===== config.mk =====
export PLATFORM = sky130hd
export DESIGN_NAME = ps2_scancode_rx
export DESIGN_NICKNAME = d
export VERILOG_FILES = /design/src/rtl/ps2_pkg.sv /design/src/rtl/ps2_frame_rx.sv /design/src/rtl/ps2_scancode_rx.sv
export SDC_FILE = /design/constraint.sdc
export NUM_CORES = 1
export LEC_CHECK = 0
export CAP_MARGIN = 20
export CORE_MARGIN = 2
export CORE_UTILIZATION = 55
export DETAILED_ROUTE_END_ITERATION = 16
export PLACE_DENSITY_LB_ADDON = 0.1
export REMOVE_ABC_BUFFERS = 1
export SYNTH_ARGS = -nofsm -noshare
export SYNTH_HDL_FRONTEND = slang
export SYNTH_SLANG_ARGS = --single-unit

===== constraint.sdc =====
create_clock -name clk_in -period 2.56 [get_ports clk_in]
set_input_delay 0.768 -clock clk_in [delete_from_list [all_inputs] [get_ports clk_in]]
set_output_delay 0.768 -clock clk_in [all_outputs]
set_load 0.01 [all_outputs]

===== src/rtl/ps2_pkg.sv =====
// Shared types and constants for the PS/2 scancode receiver.
package ps2_pkg;

  typedef enum logic [1:0] {
    IDLE,
    DATA,
    PARITY,
    STOP
  } ps2_state_t;

  localparam logic [7:0] PS2_BREAK = 8'hF0;
  localparam logic [7:0] PS2_EXT   = 8'hE0;

endpackage


===== src/rtl/ps2_frame_rx.sv =====
// PS/2 frame receiver: pin synchronizers, ps2_clk falling-edge detect, bit FSM,
// odd-parity check and mid-frame timeout. Emits one byte per good frame.
// Parity enforcement is enabled by defining PS2_PARITY_CHECK_EN.
module ps2_frame_rx
  import ps2_pkg::*;
#(
  parameter int SYNC_STAGES    = 2,
  parameter int TIMEOUT_CYCLES = 10000
) (
  input  logic       i_clk,
  input  logic       i_rst_n,
  input  logic       i_ps2_clk,
  input  logic       i_ps2_data,
  output logic [7:0] o_byte,
  output logic       o_byte_valid,
  output logic       o_err,
  output logic       o_timeout
);

  localparam int TW = $clog2(TIMEOUT_CYCLES + 1);
  localparam logic [TW-1:0] TMO_LAST = TW'(TIMEOUT_CYCLES - 1);

  logic [SYNC_STAGES-1:0] r_clkSync;
  logic [SYNC_STAGES-1:0] r_dataSync;
  logic                   r_clkPrev;
  ps2_state_t             r_state;
  logic [2:0]             r_bitCnt;
  logic [7:0]             r_shift;
  logic                   r_parity;
  logic [TW-1:0]          r_tmoCnt;
  logic                   r_byteValid;
  logic                   r_err;
  logic                   r_timeout;

  ps2_state_t             w_stateNxt;
  logic [2:0]             w_bitCntNxt;
  logic [7:0]             w_shiftNxt;
  logic                   w_parityNxt;
  logic [TW-1:0]          w_tmoCntNxt;
  logic                   w_doneNxt;
  logic                   w_errNxt;
  logic                   w_tmoNxt;
  logic                   w_clkS;
  logic                   w_dataS;
  logic                   w_fall;
  logic                   w_parityCalc;
  logic                   w_parityOk;

  assign w_clkS       = r_clkSync[SYNC_STAGES-1];
  assign w_dataS      = r_dataSync[SYNC_STAGES-1];
  assign w_fall       = r_clkPrev & ~w_clkS;
  assign w_parityCalc = ^{r_shift, r_parity};

`ifdef PS2_PARITY_CHECK_EN
  assign w_parityOk = w_parityCalc;
`else
  // Parity bit is still captured but never blocks a frame in this build.
  assign w_parityOk = w_parityCalc | 1'b1;
`endif

  // Synchronize both raw pins (idle-high) and remember last sync'd clock level.
  always_ff @(posedge i_clk or negedge i_rst_n) begin
    if (!i_rst_n) begin
      r_clkSync  <= '1;
      r_dataSync <= '1;
      r_clkPrev  <= 1'b1;
    end else begin
      r_clkSync  <= {r_clkSync[SYNC_STAGES-2:0], i_ps2_clk};
      r_dataSync <= {r_dataSync[SYNC_STAGES-2:0], i_ps2_data};
      r_clkPrev  <= w_clkS;
    end
  end

  // Bit FSM state and datapath registers.
  always_ff @(posedge i_clk or negedge i_rst_n) begin
    if (!i_rst_n) begin
      r_state     <= IDLE;
      r_bitCnt    <= '0;
      r_shift     <= '0;
      r_parity    <= 1'b0;
      r_tmoCnt    <= '0;
      r_byteValid <= 1'b0;
      r_err       <= 1'b0;
      r_timeout   <= 1'b0;
    end else begin
      r_state     <= w_stateNxt;
      r_bitCnt    <= w_bitCntNxt;
      r_shift     <= w_shiftNxt;
      r_parity    <= w_parityNxt;
      r_tmoCnt    <= w_tmoCntNxt;
      r_byteValid <= w_doneNxt;
      r_err       <= w_errNxt;
      r_timeout   <= w_tmoNxt;
    end
  end

  // One FSM step per ps2_clk falling edge; otherwise run the mid-frame timeout.
  always_comb begin
    w_stateNxt  = r_state;
    w_bitCntNxt = r_bitCnt;
    w_shiftNxt  = r_shift;
    w_parityNxt = r_parity;
    w_tmoCntNxt = r_tmoCnt;
    w_doneNxt   = 1'b0;
    w_errNxt    = 1'b0;
    w_tmoNxt    = 1'b0;
    if (w_fall) begin
      w_tmoCntNxt = '0;
      case (r_state)
        IDLE: begin
          if (!w_dataS) begin
            w_stateNxt  = DATA;
            w_bitCntNxt = '0;
          end
        end
        DATA: begin
          w_shiftNxt  = {w_dataS, r_shift[7:1]};
          w_bitCntNxt = r_bitCnt + 3'd1;
          if (r_bitCnt == 3'd7) begin
            w_stateNxt = PARITY;
          end
        end
        PARITY: begin
          w_parityNxt = w_dataS;
          w_stateNxt  = STOP;
        end
        STOP: begin
          w_stateNxt = IDLE;
          if (w_dataS && w_parityOk) begin
            w_doneNxt = 1'b1;
          end else begin
            w_errNxt = 1'b1;
          end
        end
        default: w_stateNxt = IDLE;
      endcase
    end else if (r_state != IDLE) begin
      if (r_tmoCnt == TMO_LAST) begin
        w_stateNxt  = IDLE;
        w_tmoCntNxt = '0;
        w_errNxt    = 1'b1;
        w_tmoNxt    = 1'b1;
      end else begin
        w_tmoCntNxt = r_tmoCnt + 1'b1;
      end
    end
  end

  assign o_byte       = r_shift;
  assign o_byte_valid = r_byteValid;
  assign o_err        = r_err;
  assign o_timeout    = r_timeout;

endmodule


===== src/rtl/ps2_scancode_rx.sv =====
// PS/2 keyboard scancode receiver: turns raw PS/2 frames into one make code per
// key press, filtering break (F0) sequences and tagging E0-extended codes.
// Optional macro PS2_PARITY_CHECK_EN enables odd-parity rejection of frames.
module ps2_scancode_rx
  import ps2_pkg::*;
#(
  parameter int SYNC_STAGES    = 2,
  parameter int TIMEOUT_CYCLES = 10000
) (
  input  logic       clk_in,
  input  logic       rst_n_in,
  input  logic       ps2_clk_in,
  input  logic       ps2_data_in,
  output logic [7:0] keypress_out,
  output logic       keypress_valid,
  output logic       extended_out,
  output logic       frame_err_out
);

  logic [7:0] w_byte;
  logic       w_byteValid;
  logic       w_err;
  logic       w_timeout;

  logic [7:0] r_keypress;
  logic       r_valid;
  logic       r_extended;
  logic       r_frameErr;
  logic       r_breakPend;
  logic       r_extPend;

  ps2_frame_rx #(
    .SYNC_STAGES   (SYNC_STAGES),
    .TIMEOUT_CYCLES(TIMEOUT_CYCLES)
  ) u_frame (
    .i_clk       (clk_in),
    .i_rst_n     (rst_n_in),
    .i_ps2_clk   (ps2_clk_in),
    .i_ps2_data  (ps2_data_in),
    .o_byte      (w_byte),
    .o_byte_valid(w_byteValid),
    .o_err       (w_err),
    .o_timeout   (w_timeout)
  );

  // Byte layer: track F0/E0 prefixes and publish make codes one cycle after byte done.
  always_ff @(posedge clk_in or negedge rst_n_in) begin
    if (!rst_n_in) begin
      r_keypress  <= '0;
      r_valid     <= 1'b0;
      r_extended  <= 1'b0;
      r_frameErr  <= 1'b0;
      r_breakPend <= 1'b0;
      r_extPend   <= 1'b0;
    end else begin
      r_valid    <= 1'b0;
      r_frameErr <= w_err;
      if (w_timeout) begin
        r_breakPend <= 1'b0;
        r_extPend   <= 1'b0;
      end else if (w_byteValid) begin
        if (w_byte == PS2_BREAK) begin
          r_breakPend <= 1'b1;
        end else if (w_byte == PS2_EXT) begin
          r_extPend <= 1'b1;
        end else if (r_breakPend) begin
          r_breakPend <= 1'b0;
          r_extPend   <= 1'b0;
        end else begin
          r_keypress <= w_byte;
          r_extended <= r_extPend;
          r_valid    <= 1'b1;
          r_extPend  <= 1'b0;
        end
      end
    end
  end

  assign keypress_out   = r_keypress;
  assign keypress_valid = r_valid;
  assign extended_out   = r_extended;
  assign frame_err_out  = r_frameErr;

endmodule

==> results of run 1 <==
==> logic make-up after synthesis <==
family | synth area share (%)
adder cells (fa/ha/maj) | 4.66
multiplexers | 8.56
buffers and inverters | 2.33
AO/OA/AOI/OAI | 11.4
flip-flops | 56.2
AND/OR/NAND/NOR | 13.6
XOR/XNOR | 3.26
==> cells in the final DEF, fill, tap and decap left out, types with 3 or more instances in the layout <==
cell type        instances
a21oi_1                  4
clkdlybuf4s50_1         13
or4_1                    4
mux2_2                  15
nand2_1                 13
nand3_1                 12
xnor2_1                  8
dfrtp_1                 43
nor2_1                  11
clkbuf_8                 6
a31oi_1                  7
o21ai_0                  3
a2111oi_0                3
buf_4                    3
inv_1                    6
o211ai_1                 3
a211oi_1                 5
ha_1                     8
dfstp_2                  5
==> flip-flops by register name, indices dropped and copies added, names as in the netlist <==
name and count:
u_frame.r_state 2, keypress_out 8, extended_out 1, r_breakPend 1, u_frame.o_err 1, u_frame.r_tmoCnt 14
u_frame.r_clkPrev 1, u_frame.o_timeout 1, keypress_valid 1, u_frame.o_byte_valid 1, u_frame.o_byte 8, r_extPend 1
frame_err_out 1, u_frame.r_bitCnt 3, u_frame.r_clkSync 2, u_frame.r_dataSync 2
==> worst max-delay path by stage <==
stage,start,to,depth (start not counted)
2_1_floorplan,u_frame.r_tmoCnt[11],u_frame.r_state[0],4
3_3_place_gp,u_frame.r_tmoCnt[11],u_frame.r_state[0],4
3_5_place_dp,u_frame.r_tmoCnt[11],u_frame.r_state[0],4
4_1_cts,u_frame.r_tmoCnt[11],u_frame.r_state[0],4
5_1_grt,u_frame.r_tmoCnt[11],u_frame.r_state[0],4
6_report,u_frame.r_tmoCnt[11],u_frame.r_state[0],4
==> worst reg2reg max path, cell delays in order, from the launching register on <==
cell	delay [ns]
dfrtp_1	0.44
or4b_1	0.52
or4_1	0.59
mux2_4	0.30
o32a_1	0.32
==> power breakdown <==
group          switching [mW]  internal [mW]  leakage (nW)  total [mW]
Combinational           0.298          0.314         0.398       0.612
Sequential              0.152          0.945         0.624        1.10
Clock                   0.231          0.220        0.0455       0.452
Total                   0.682           1.48          1.07        2.16
==> through the flow <==
stage                     util, %  worst slack [ns]  instance area (um^2)  cells
after global routing         65.4             0.227                  2430    250
after detailed placement     62.9             0.291                  2340    242
final                        65.4             0.273                  2430    250
after CTS                    65.4             0.299                  2430    250
after global placement       62.9             0.346                  2340    242
after floorplan                 -             0.248                  2120    177
==> layer usage <==
metal	track usage (%)	share of wire, %	vias up
met5	0	0	-
met4	8.67	1.5	0
met3	4.05	3.1	7
met2	31.5	48	29
met1	28.0	47	759
li1	-	-	709
==> final cells by class <==
cell class | instances | area (um^2) | area share (%)
multi-input combinational | 123 | 891 | 36.7
inverter | 6 | 22.5 | 0.927
tap | 48 | 60.1 | 2.47
timing repair buffer | 17 | 158 | 6.49
sequential | 48 | 1210 | 49.7
clock buffer | 8 | 90.1 | 3.71
==> impl_metrics.py, run 1 <==
metrics = {
    "outcome": {
        "status": "complete, no violations",
    },
    "route": {
        "dr.pass1.iters": 4,
        "viasPerCell": 6.02,
        "detail-route-antenna-nets": 0,
        "route.detailed.wl_per_inst_um": 15.4,
        "drtIter0Drc": 150,
        "vias": 1504,
        "drc": 0,
        "postRouteWirelength_um": 3860,
    },
    "logic_synthesis": {
        "synth-edff-count": 0,
        "synth.distinct_cells": 37,
        "synth-main-ff-cell": "dfrtp_1",
        "syn-instance-count": 184,
        "ys_warn_count": 0,
        "netlist.area_leader.share_pct": 50.1,
        "synth_area_um2": 2150,
        "seq_area_frac_synth_pct": 56.2,
        "syn_avg_cell_area_um2": 11.7,
        "async_reset_ff_share_pct": 100,
        "yosysMostFrequentCell": "dfrtp_1",
        "netlist_top_cells_area": "dfrtp_1, mux2_2, dfstp_2",
        "synth_seq_cells": 48,
        "yosys.area.top_type": "dfrtp_1",
        "synth_common_cells": "dfrtp_1, mux2_2, nand2_1",
    },
    "worst_setup_path": {
        "endpoint_kind": "flop",
        "r2r_cells": 4,
        "critPathLaunchType": "flop",
        "r2r_start": "u_frame.r_tmoCnt[11]",
        "critPathArrivalTime_ns": 2.47,
        "cp_top_family": "simple AND/OR/NAND/NOR gates",
        "r2r_end": "u_frame.r_state[0]",
        "cp.buffers_inverters": 0,
        "reg2reg_slack_ns": 0.27,
        "critPathMaxStageDelay_ns": 0.59,
        "cp_max_fo": 6,
        "path_cells": "or4b_1, or4_1, mux2_4, o32a_1",
        "criticalPathCategory": "reg -> reg",
        "cpMaxStageDelayCell": "or4_1",
        "worstPathRequired_ns": 2.75,
    },
    "timing": {
        "rsz0062_at_grt": "false",
        "finalCritPeriodShare_pct": 89.3,
        "fin_skew_ns": 0.00822,
        "finalSetupTns_ns": 0,
        "slew_headroom_pct": 58.4,
        "worst_pin_slew_ns": 0.622,
        "setup-violations-final": 0,
        "hold_viol": 0,
        "fmax_mhz": 437,
        "holdWs_ns": 0.353,
        "drv_slew": 0,
        "min_period_ns": 2.29,
    },
    "placement": {
        "dp_hpwl_um": 2740,
        "io_buffers": 14,
        "globalplace.congestion": 0.907,
    },
    "power": {
        "finalPower_mw": 2.16,
        "leakage_nw": 1.07,
        "ir_drop_v": 0.000501,
        "power_density_nw_per_um2": 890,
    },
    "cells_and_area": {
        "num_antenna_cells": 0,
        "area_delta_synth_final_pct": 13.0,
        "layout-drive-gt1-share_pct": 15.8,
        "nNetsFinal": 213,
        "n_fill_cell": 289,
    },
    "grt": {
        "grt_antenna_before_repair": 0,
        "overflow": 0,
        "grt_max_degree": 49,
        "grt_pass1_vias": 1446,
        "grt_usage_pct": 20.4,
        "grt_pass1_wl_um": 6750,
    },
    "floorplanning": {
        "ioPinCount": 15,
        "die_x_um": 66.5,
        "die_h_um": 66.5,
        "initial_core_util_pct": 57.8,
        "die-area_um2": 4420,
        "fp-row-count": 22,
        "core_area_um2": 3720,
    },
    "worst_hold_path": {
        "hp-class": "reg -> reg",
        "hold_path_startpoint": "u_frame.o_err",
        "worstHoldPathCells": 0,
        "hold_end": "frame_err_out",
    },
    "clocking": {
        "h-tree-depth": 2,
        "clock-sinks": 48,
        "clockBufferDepth": 2,
        "post_cts_buffers": 0,
        "clkTransAtPathRegs_ns": 0.08,
        "cts_root_buf": "clkbuf_8",
        "clk_latency_ns": 0.29,
        "ctsResizeCount": 0,
        "cts_tree": "built",
        "cts_buffers": 5,
        "holdBufCountCts": 0,
    },
    "flow_run": {
        "max_cap_violations": 0,
    },
}
Power figures use the tool's default switching activity.
==> run 2: changes to the inputs <==
Settings changed: RECOVER_POWER set to 25.
==> impl_metrics.py, run 2 (synthesized netlist as in run 1, its figures left out) <==
metrics = {
    "timing": {
        "setup-violations-final": 0,
        "finalCritPeriodShare_pct": 89.3,
        "min_period_ns": 2.29,
        "fin_skew_ns": 0.00806,
        "fmax_mhz": 437,
        "finalSetupTns_ns": 0,
        "rsz0062_at_grt": "false",
        "slew_headroom_pct": 23.0,
        "holdWs_ns": 0.353,
        "hold_viol": 0,
        "drv_slew": 0,
        "worst_pin_slew_ns": 1.15,
    },
    "floorplanning": {
        "die_h_um": 66.5,
        "ioPinCount": 15,
        "fp-row-count": 22,
        "die-area_um2": 4420,
        "die_x_um": 66.5,
        "initial_core_util_pct": 57.8,
        "core_area_um2": 3720,
    },
    "clocking": {
        "cts_buffers": 5,
        "cts_tree": "built",
        "ctsResizeCount": 0,
        "clkTransAtPathRegs_ns": 0.08,
        "h-tree-depth": 2,
        "holdBufCountCts": 0,
        "clock-sinks": 48,
        "clockBufferDepth": 2,
        "clk_latency_ns": 0.29,
        "post_cts_buffers": 0,
        "cts_root_buf": "clkbuf_8",
    },
    "grt": {
        "use_met2_pct": 31.5,
        "grt_antenna_before_repair": 0,
        "grt_max_degree": 49,
        "top_usage_layer": "met2",
        "grt_pass1_vias": 1446,
        "met3_usage_pct": 4.05,
        "globalRouteMet1Util_pct": 28.0,
        "grt_usage_pct": 20.4,
        "overflow": 0,
        "grt_pass1_wl_um": 6750,
    },
    "cells_and_area": {
        "largest-register": "u_frame.r_tmoCnt",
        "post-route-util_pct": 65.3,
        "nNetsFinal": 213,
        "mostFrequentLayoutCells": "dfrtp_1, mux2_2, nand2_1",
        "area_delta_synth_final_pct": 12.9,
        "num_antenna_cells": 0,
        "final_common_cell": "dfrtp_1",
        "final_area_um2": 2430,
        "layout-drive-gt1-share_pct": 15.3,
        "largest_reg_flops": 14,
    },
    "worst_setup_path": {
        "r2r_start": "u_frame.r_tmoCnt[11]",
        "critPathLaunchType": "flop",
        "cp.buffers_inverters": 0,
        "cpMaxStageDelayCell": "or4_1",
        "criticalPathCategory": "reg -> reg",
        "startpoint": "u_frame.r_tmoCnt[11]",
        "path_cells": "or4b_1, or4_1, mux2_4, o32a_1",
        "critPathMaxStageDelay_ns": 0.59,
        "cp_max_fo": 6,
        "endpoint_kind": "flop",
        "worstPathRequired_ns": 2.75,
        "critPathArrivalTime_ns": 2.47,
        "cp_top_family": "simple AND/OR/NAND/NOR gates",
    },
    "route": {
        "detail-route-antenna-nets": 0,
        "drc": 0,
        "drtIter0Drc": 150,
        "route.detailed.wl_per_inst_um": 15.5,
        "dr.pass1.iters": 4,
        "viasPerCell": 6.02,
        "postRouteWirelength_um": 3870,
        "vias": 1505,
    },
    "power": {
        "combPwrFrac_pct": 28.3,
        "ir_drop_v": 0.000502,
        "p_seq_share_pct": 50.8,
        "switching_power_mw": 0.683,
        "switching_share_pct": 31.6,
        "leakage_nw": 1.07,
        "p_clk_share_pct": 20.9,
        "internal_power_mw": 1.48,
        "power_density_nw_per_um2": 891,
    },
    "placement": {
        "globalplace.congestion": 0.907,
        "io_buffers": 14,
        "dp_hpwl_um": 2740,
        "placed_area_um2": 2340,
    },
    "worst_hold_path": {
        "hold_path_startpoint": "u_frame.o_err",
        "hp-class": "reg -> reg",
    },
    "outcome": {
        "status": "complete, no violations",
    },
    "flow_run": {
        "max_cap_violations": 0,
    },
}
[run 2: per-layer routing]
layer  part of all wire [%]  routed length, um
met1                     47               1830
met2                     48               1880
met3                    2.8                108
met4                    1.4                 56
met5                      0                  0
[run 2: power groups by stage]
stage	clock network, mW	registers, mW	logic [mW]
5_1_grt	0.497	1.13	0.683
3_3_place_gp	0	1.10	0.593
4_1_cts	0.457	1.10	0.619
3_5_place_dp	0	1.11	0.616
2_1_floorplan	0	1.10	0.380
6_report	0.452	1.10	0.611
[run 2: path summary, 6_finish.rpt]
check                                endpoint  slack (ns)  cells after the start
min in group asynchronous     keypress_out[3]        0.78                      2
setup reg to reg           u_frame.r_state[0]        0.27                      4
max in group asynchronous       u_frame.o_err        1.08                      2
hold reg to reg                 frame_err_out        0.35                      0
setup / recovery           u_frame.r_state[0]        0.27                      4
hold / removal                  frame_err_out        0.35                      0
[run 2: cell type report]
type / count / area [um^2]
multi-input cells: 123 / 891
flip-flops and latches: 48 / 1210
fillers: 290 / 1290
well taps: 48 / 60.1
repair buffers: 17 / 155
inverters: 6 / 22.5
clock buffers: 8 / 90.1
[run 2: stage by stage]
stage          setup WS, ns  power [mW]  cells
6_report              0.273        2.16    250
5_1_grt               0.227        2.31    250
4_1_cts               0.299        2.17    250
3_5_place_dp          0.291        1.73    242
3_3_place_gp          0.346        1.69    242
2_1_floorplan         0.248        1.48    177
